$ cat config.mk
export PLATFORM = sky130hd
export DESIGN_NAME = if_stage
export DESIGN_NICKNAME = d
export VERILOG_FILES = /design/src/rtl/if_stage.sv
export SDC_FILE = /design/constraint.sdc
export NUM_CORES = 1
export LEC_CHECK = 0
export CORE_UTILIZATION = 55
export CTS_CLUSTER_DIAMETER = 150
export CTS_CLUSTER_SIZE = 10
export DETAILED_ROUTE_END_ITERATION = 16
export DONT_BUFFER_PORTS = 1
export PLACE_DENSITY = 0.79
export SYNTH_ARGS = -nofsm -noshare
export SYNTH_HDL_FRONTEND = slang
export SYNTH_SLANG_ARGS = --single-unit
$ cat constraint.sdc
create_clock -name clk -period 6.9 [get_ports clk]
set_input_delay 0.69 -clock clk [delete_from_list [all_inputs] [get_ports clk]]
set_output_delay 0.69 -clock clk [all_outputs]
set_load 0.005 [all_outputs]
$ cat src/rtl/if_stage.sv
`default_nettype none
// ============================================================================
// Module      : if_stage
// Description : Instruction-fetch stage of the five-stage RV32I pipeline.
//               Owns the program counter, issues in-order word fetches over a
//               valid/ready request / valid-only response handshake, buffers
//               returned words and drives the IF/ID pipeline register.
//               Redirects from EX restart fetch and discard in-flight words.
//
// Parameters  : RESET_PC         first fetch address after reset
//               MAX_OUTSTANDING  accepted-but-unconsumed fetch limit (1..4)
//
// Ports       : clk              pipeline clock, rising edge
//               rst_n            asynchronous active-low reset
//               imem_req_valid   o  fetch request valid
//               imem_req_ready   i  memory accepts the request this cycle
//               imem_req_addr    o  word-aligned fetch address
//               imem_rsp_valid   i  response word valid (in order)
//               imem_rsp_data    i  returned instruction word
//               redirect_valid   i  taken branch/jump resolved in EX
//               redirect_pc      i  redirect target (bits [1:0] ignored)
//               stall            i  hold IF/ID, stop consuming the buffer
//               flush            i  load a NOP bubble into IF/ID
//               if_id_out        o  IF/ID pipeline register {pc, instr}
//
// Options     : IF_FETCH_BYPASS_EN  when defined, a response arriving while
//               the buffer is empty and the pipe is advancing is written
//               straight into IF/ID instead of taking a trip through the
//               buffer (saves one cycle of fetch latency).
//
// Revision    : 1.0  initial release
// ============================================================================

package if_stage_pkg;

    typedef struct packed {
        logic [31:0] pc;
        logic [31:0] instr;
    } if_id_t;

    // ADDI x0,x0,0 at pc 0 is the canonical pipeline bubble.
    localparam if_id_t c_BUBBLE = '{pc: 32'h0000_0000, instr: 32'h0000_0013};

endpackage : if_stage_pkg

module if_stage
    import if_stage_pkg::*;
#(
    parameter logic [31:0] RESET_PC        = 32'h0000_0000,
    parameter int unsigned MAX_OUTSTANDING = 2
) (
    input  logic        clk,
    input  logic        rst_n,

    output logic        imem_req_valid,
    input  logic        imem_req_ready,
    output logic [31:0] imem_req_addr,

    input  logic        imem_rsp_valid,
    input  logic [31:0] imem_rsp_data,

    input  logic        redirect_valid,
    input  logic [31:0] redirect_pc,

    input  logic        stall,
    input  logic        flush,

    output if_id_t      if_id_out
);

    // ------------------------------------------------------------------------
    // Sizing
    // ------------------------------------------------------------------------
    localparam int c_ptr_w = (MAX_OUTSTANDING > 1) ? $clog2(MAX_OUTSTANDING) : 1;
    localparam int c_cnt_w = $clog2(MAX_OUTSTANDING + 1);

    typedef logic [c_ptr_w-1:0] ptr_t;
    typedef logic [c_cnt_w-1:0] cnt_t;

    localparam ptr_t               c_last_ptr = ptr_t'(MAX_OUTSTANDING - 1);
    localparam logic [c_cnt_w:0]   c_max_sum  = (c_cnt_w + 1)'(MAX_OUTSTANDING);
    localparam logic [31:0]        c_word_msk = 32'hFFFF_FFFC;

    // Circular-buffer pointer increment that also works for non-power-of-two
    // depths.
    function automatic ptr_t f_ptr_inc(input ptr_t p);
        return (p == c_last_ptr) ? '0 : p + 1'b1;
    endfunction

    // ------------------------------------------------------------------------
    // State
    // ------------------------------------------------------------------------
    logic [31:0] r_pc;
    cnt_t        r_inflight;
    cnt_t        r_drop;
    if_id_t      r_if_id;

    // Request-side PC queue: one entry per in-flight request, so its
    // occupancy is r_inflight. Its head is the PC belonging to the next
    // response, whether that response is kept or dropped.
    logic [31:0] r_pcq_mem [MAX_OUTSTANDING];
    ptr_t        r_pcq_wr;
    ptr_t        r_pcq_rd;

    // Response buffer holding {pc, instr} words waiting for decode.
    if_id_t      r_fifo_mem [MAX_OUTSTANDING];
    ptr_t        r_fifo_wr;
    ptr_t        r_fifo_rd;
    cnt_t        r_fifo_cnt;

    // ------------------------------------------------------------------------
    // Combinational control
    // ------------------------------------------------------------------------
    logic [c_cnt_w:0] w_credit_sum;
    logic             w_accept;
    logic             w_rsp;
    logic             w_rsp_keep;
    logic             w_fifo_empty;
    logic             w_advance;
    logic             w_pop;
    logic             w_bypass;
    logic             w_push;
    if_id_t           w_rsp_entry;

    // Every accepted fetch holds one credit until its word leaves the buffer
    // (or is dropped), so the buffer can never overflow.
    assign w_credit_sum   = {1'b0, r_inflight} + {1'b0, r_fifo_cnt};
    assign imem_req_valid = (w_credit_sum < c_max_sum) && !redirect_valid;
    assign imem_req_addr  = r_pc;
    assign w_accept       = imem_req_valid && imem_req_ready;

    // A response with nothing in flight is a memory protocol violation; it is
    // ignored so the counters cannot underflow.
    assign w_rsp          = imem_rsp_valid && (r_inflight != '0);

    // Words belonging to a squashed fetch stream are discarded, including one
    // that lands in the same cycle as the redirect itself.
    assign w_rsp_keep     = w_rsp && !redirect_valid && (r_drop == '0);
    assign w_rsp_entry    = '{pc: r_pcq_mem[r_pcq_rd], instr: imem_rsp_data};

    assign w_fifo_empty   = (r_fifo_cnt == '0);
    assign w_advance      = !redirect_valid && !flush && !stall;
    assign w_pop          = w_advance && !w_fifo_empty;

`ifdef IF_FETCH_BYPASS_EN
    assign w_bypass       = w_advance && w_fifo_empty && w_rsp_keep;
`else
    assign w_bypass       = 1'b0;
`endif

    assign w_push         = w_rsp_keep && !w_bypass;

    // ------------------------------------------------------------------------
    // Program counter
    // ------------------------------------------------------------------------
    always_ff @(posedge clk or negedge rst_n) begin
        if (!rst_n) begin
            r_pc <= RESET_PC & c_word_msk;
        end else if (redirect_valid) begin
            r_pc <= redirect_pc & c_word_msk;
        end else if (w_accept) begin
            r_pc <= r_pc + 32'd4;
        end
    end

    // ------------------------------------------------------------------------
    // In-flight and drop counters
    // ------------------------------------------------------------------------
    always_ff @(posedge clk or negedge rst_n) begin
        if (!rst_n) begin
            r_inflight <= '0;
        end else begin
            case ({w_accept, w_rsp})
                2'b10:   r_inflight <= r_inflight + 1'b1;
                2'b01:   r_inflight <= r_inflight - 1'b1;
                default: r_inflight <= r_inflight;
            endcase
        end
    end

    // r_drop always counts a subset of the in-flight requests, so after a
    // redirect every request still outstanding (less one answered this
    // cycle) belongs to the dead stream and must be discarded. No request is
    // accepted during a redirect cycle.
    always_ff @(posedge clk or negedge rst_n) begin
        if (!rst_n) begin
            r_drop <= '0;
        end else if (redirect_valid) begin
            r_drop <= w_rsp ? (r_inflight - 1'b1) : r_inflight;
        end else if (w_rsp && (r_drop != '0)) begin
            r_drop <= r_drop - 1'b1;
        end
    end

    // ------------------------------------------------------------------------
    // Request-side PC queue
    // ------------------------------------------------------------------------
    always_ff @(posedge clk or negedge rst_n) begin
        if (!rst_n) begin
            r_pcq_wr <= '0;
            r_pcq_rd <= '0;
        end else begin
            if (w_accept) begin
                r_pcq_wr <= f_ptr_inc(r_pcq_wr);
            end
            if (w_rsp) begin
                r_pcq_rd <= f_ptr_inc(r_pcq_rd);
            end
        end
    end

    always_ff @(posedge clk) begin
        if (w_accept) begin
            r_pcq_mem[r_pcq_wr] <= r_pc;
        end
    end

    // ------------------------------------------------------------------------
    // Response buffer
    // ------------------------------------------------------------------------
    always_ff @(posedge clk or negedge rst_n) begin
        if (!rst_n) begin
            r_fifo_wr  <= '0;
            r_fifo_rd  <= '0;
            r_fifo_cnt <= '0;
        end else if (redirect_valid) begin
            r_fifo_wr  <= '0;
            r_fifo_rd  <= '0;
            r_fifo_cnt <= '0;
        end else begin
            if (w_push) begin
                r_fifo_wr <= f_ptr_inc(r_fifo_wr);
            end
            if (w_pop) begin
                r_fifo_rd <= f_ptr_inc(r_fifo_rd);
            end
            case ({w_push, w_pop})
                2'b10:   r_fifo_cnt <= r_fifo_cnt + 1'b1;
                2'b01:   r_fifo_cnt <= r_fifo_cnt - 1'b1;
                default: r_fifo_cnt <= r_fifo_cnt;
            endcase
        end
    end

    // w_push is already low during a redirect, so storage needs no clear.
    always_ff @(posedge clk) begin
        if (w_push) begin
            r_fifo_mem[r_fifo_wr] <= w_rsp_entry;
        end
    end

    // ------------------------------------------------------------------------
    // IF/ID register: redirect > flush > stall > advance
    // ------------------------------------------------------------------------
    always_ff @(posedge clk or negedge rst_n) begin
        if (!rst_n) begin
            r_if_id <= c_BUBBLE;
        end else if (redirect_valid || flush) begin
            r_if_id <= c_BUBBLE;
        end else if (stall) begin
            r_if_id <= r_if_id;
        end else if (w_pop) begin
            r_if_id <= r_fifo_mem[r_fifo_rd];
        end else if (w_bypass) begin
            r_if_id <= w_rsp_entry;
        end else begin
            r_if_id <= c_BUBBLE;
        end
    end

    assign if_id_out = r_if_id;

endmodule : if_stage

`default_nettype wire
==> qor.yml <==
result_of_the_run: "finished clean"
antennaDiodeCount: 0
vias_per_cell: 5.86
synth.cell_area_um2: 11100
fin_crit_ns: 3.24
cts_htree_levels: 2
synth_xor_area_share_pct: 1.65
dominant_combinational_cell_family_by_area_after_synthesis: "multiplexers"
critical_path_arrival_ns: 3.66
synth_top_cell_area_share_pct: 49.7
drc: 0
drtIter0Drc: 348
portion_of_the_post_synthesis_area_used_by_sequential_elements_pct: 72.9
synthAdderAreaFrac_pct: 0.630
number_of_slew_limit_violations_in_the_final_report: 0
count_of_different_cell_masters_after_synthesis: 50
cts-root-buf: "sky130_fd_sc_hd__clkbuf_16"
ys_ff_latch: 287
buffer_ports.inserted: 0
core_um2: 19700
largest_net_degree_at_the_start_of_global_routing: 101
crit_path_cell_trace: "inv_1 -> nor2_1 -> fa_1 -> or3b_1 -> or4_1 -> or4_1 -> a31oi_1"
critical_path.startpoint_type: "flip-flop"
clkLatencyLatePin_ns: 0.50
max_clock_freq_mhz: 309
fin_tns_setup_ns: 0
num_io_pins: 168
place.detailed.hpwl_mm: 13.3
synth.area.top_cells: "sky130_fd_sc_hd__edfxtp_1 (50%), sky130_fd_sc_hd__dfrtp_1 (23%), sky130_fd_sc_hd__mux2i_1 (5.5%)"
worst_pin_slew_ns: 1.14
max-vdd-ir-drop_uv: 243
final_routed_wirelength_across_all_metal_layers_mm: 21.2
post_synth_inst_count: 757
compound_gate_fraction_of_synth_area_pct: 5.77
power-per-cell-area_nw_per_um2: 339
relative_area_change_from_synthesis_to_final_layout_pct: 11.5
endpoint_kind: "flip-flop"
timing.critical_path.slowest_stage_cell: "sky130_fd_sc_hd__or4_1"
die-area_um2: 20800
timing.final.setup_violations: 0
ant_nets: 0
report.power.total_mw: 4.21
timing.hold.worst.class: "primary input to asynchronous set/reset pin"
numCtsBuffers: 34
fp-row-count: 51
grt_setup_unrepaired: "no"
min_period_over_period_pct: 47.0
cap_violations: 0
numClockSinks: 287
number_of_antenna_violations_at_the_first_check_in_global_routing: 0
final_net_count: 838
drive_above_1_share_pct: 11.5
post-route-worst-setup-slack_ns: 3.66
grt_pass1_vias: 6346
num_vias: 6170
die_h_um: 144
placement.setup.worst_slack_ns: 3.68
grt_remaining_overflow: 0
timing.critical_path.required_ns: 7.32
routedWlPerCell_um: 20.1
yosys.area.top_type: "sky130_fd_sc_hd__edfxtp_1"
globalRouteTotalUtil_pct: 20.9
clk_pin_slew_worst_paths_ns: 0.06
wire_length_of_the_first_global_routing_pass_mm: 32.8
synthFlopType: "sky130_fd_sc_hd__edfxtp_1"
async_reset_ff_share_pct: 35.9
ys.warnings.count: 0
synth.mux.area_fraction_pct: 8.83
post_synth.cell_area_avg_um2: 14.7
r2r.worst_path.cells: 7
die_w_um: 144
cts.path.max_buffers: 3
synth_simple_gate_area_share_pct: 8.19
timing.slew.headroom_pct: 24.2
start_util_pct: 56.6
timing_hold_violations_final: 0
globalplace.congestion: 0.913
critical_path.most_common_cell: "sky130_fd_sc_hd__or4_1"
cts_tree: "built"
p_leak_nw: 4.34
criticalPathCategory: "flip-flop to flip-flop"
firstDrtPassIters: 4
synth-edff-count: 184
fin_worst_skew_ns: 0.0103
crit_path_max_fanout: 11
cpPeakStageDelay_ns: 0.75
what timing repair did:
action | in CTS | in global routing
gates resized for setup | 0 | 0
hold endpoints to repair | 100 | 0
setup buffers | 0 | 0
hold buffers | 1 | 0
area by class of cell:
type                            count  area (µm²)
Tap cell                          265         332
Fill cell                        1437        7250
Clock buffer                       61        1020
Clock inverter                      1        5.00
Multi-Input combinational cell    420        2820
Sequential cell                   287        8110
Inverter                           12        45.0
Timing Repair Buffer                7        72.6
sequential cells by signal, indices dropped and copies added (netlist names), 2 cells and up:
name / flops
r_inflight: 2
r_fifo_mem: 124
if_id_out: 63
r_fifo_cnt: 2
r_drop: 2
imem_req_addr: 30
r_pcq_mem: 60
per-layer routing:
metal / up-vias / GRT usage (%) / part of all wire, %
met4: 0 / 7.48 / 1.9
met5: - / 0 / 0
met2: 264 / 34.4 / 48
met1: 3037 / 25.2 / 40
met3: 37 / 7.65 / 10
li1: 2832 / - / -
final timing paths:
check | slack [ns] | end | startpoint
min in group clk | 0.26 | r_fifo_rd | redirect_valid
min | 0.04 | if_id_out[1] | rst_n
max | 3.66 | imem_req_addr[28] | r_fifo_cnt[0]
max reg2reg | 3.66 | imem_req_addr[28] | r_fifo_cnt[0]
min reg2reg | 0.51 | if_id_out[5] | if_id_out[5]
max in group asynchronous | 6.33 | r_fifo_rd | rst_n
placed cells by master, fill, tap and decap left out, types with 15 or more instances in the layout:
cell,count
sky130_fd_sc_hd__edfxtp_1,184
sky130_fd_sc_hd__xnor2_1,15
sky130_fd_sc_hd__nand3_1,17
sky130_fd_sc_hd__dfrtp_1,99
sky130_fd_sc_hd__clkbuf_16,37
sky130_fd_sc_hd__o21ai_0,77
sky130_fd_sc_hd__clkbuf_1,24
sky130_fd_sc_hd__or4_1,15
sky130_fd_sc_hd__mux2_2,33
sky130_fd_sc_hd__nand2_1,87
sky130_fd_sc_hd__mux2i_1,61
sky130_fd_sc_hd__nor2_1,20
synth_stat cells (all sizes together), types with 2 or more instances:
library cell / instances
buf: 11
and3: 2
dfrtp: 100
dfstp: 3
nor3b: 3
or2: 2
edfxtp: 184
o211ai: 6
o21ai: 78
mux2i: 61
nand3: 17
nor2: 21
and4: 3
o21a: 2
a31oi: 10
a211o: 3
o31ai: 6
nor3: 7
nand2b: 2
o22a: 3
clkbuf: 28
mux2: 33
or3: 2
ha: 4
nand4: 10
xor2: 6
xnor2: 15
nor4: 7
nand2: 87
inv: 11
or4: 16
where the power goes:
group	switching [mW]	leakage (nW)	internal [mW]
combinational	0.245	0.836	0.196
clock	0.616	0.488	0.990
sequential	0.124	3.01	2.04
critical path, delay by kind of cell (launching register included):
family,cells,cell delay [ns]
buf+inv,1,0.15
fa+ha+maj,1,0.50
flops,1,0.41
compound gates,1,0.16
simple gates,4,1.94
through the flow:
stage,instance area [µm²],hold WS [ns],cells,utilization [%]
after global routing,12400,0.0128,1053,63.1
after floorplan,11100,0.394,758,-
final,12400,0.0400,1053,63.1
after detailed placement,11400,0.396,990,57.8
after global placement,11400,0.397,990,57.8
after CTS,12400,0.0155,1053,63.1
cells by family (layout without fill, tap and decap cells):
group                    after synthesis  after routing
adder cells (fa/ha/maj)                5              5
flip-flops                           287            287
multiplexers                          94             94
buffers and inverters                 51             81
AND/OR/NAND/NOR                      186            186
other                                  1              2
AO/OA/AOI/OAI                        112            112
XOR/XNOR                              21             21
Note: power is estimated with default switching activity, not from simulation.
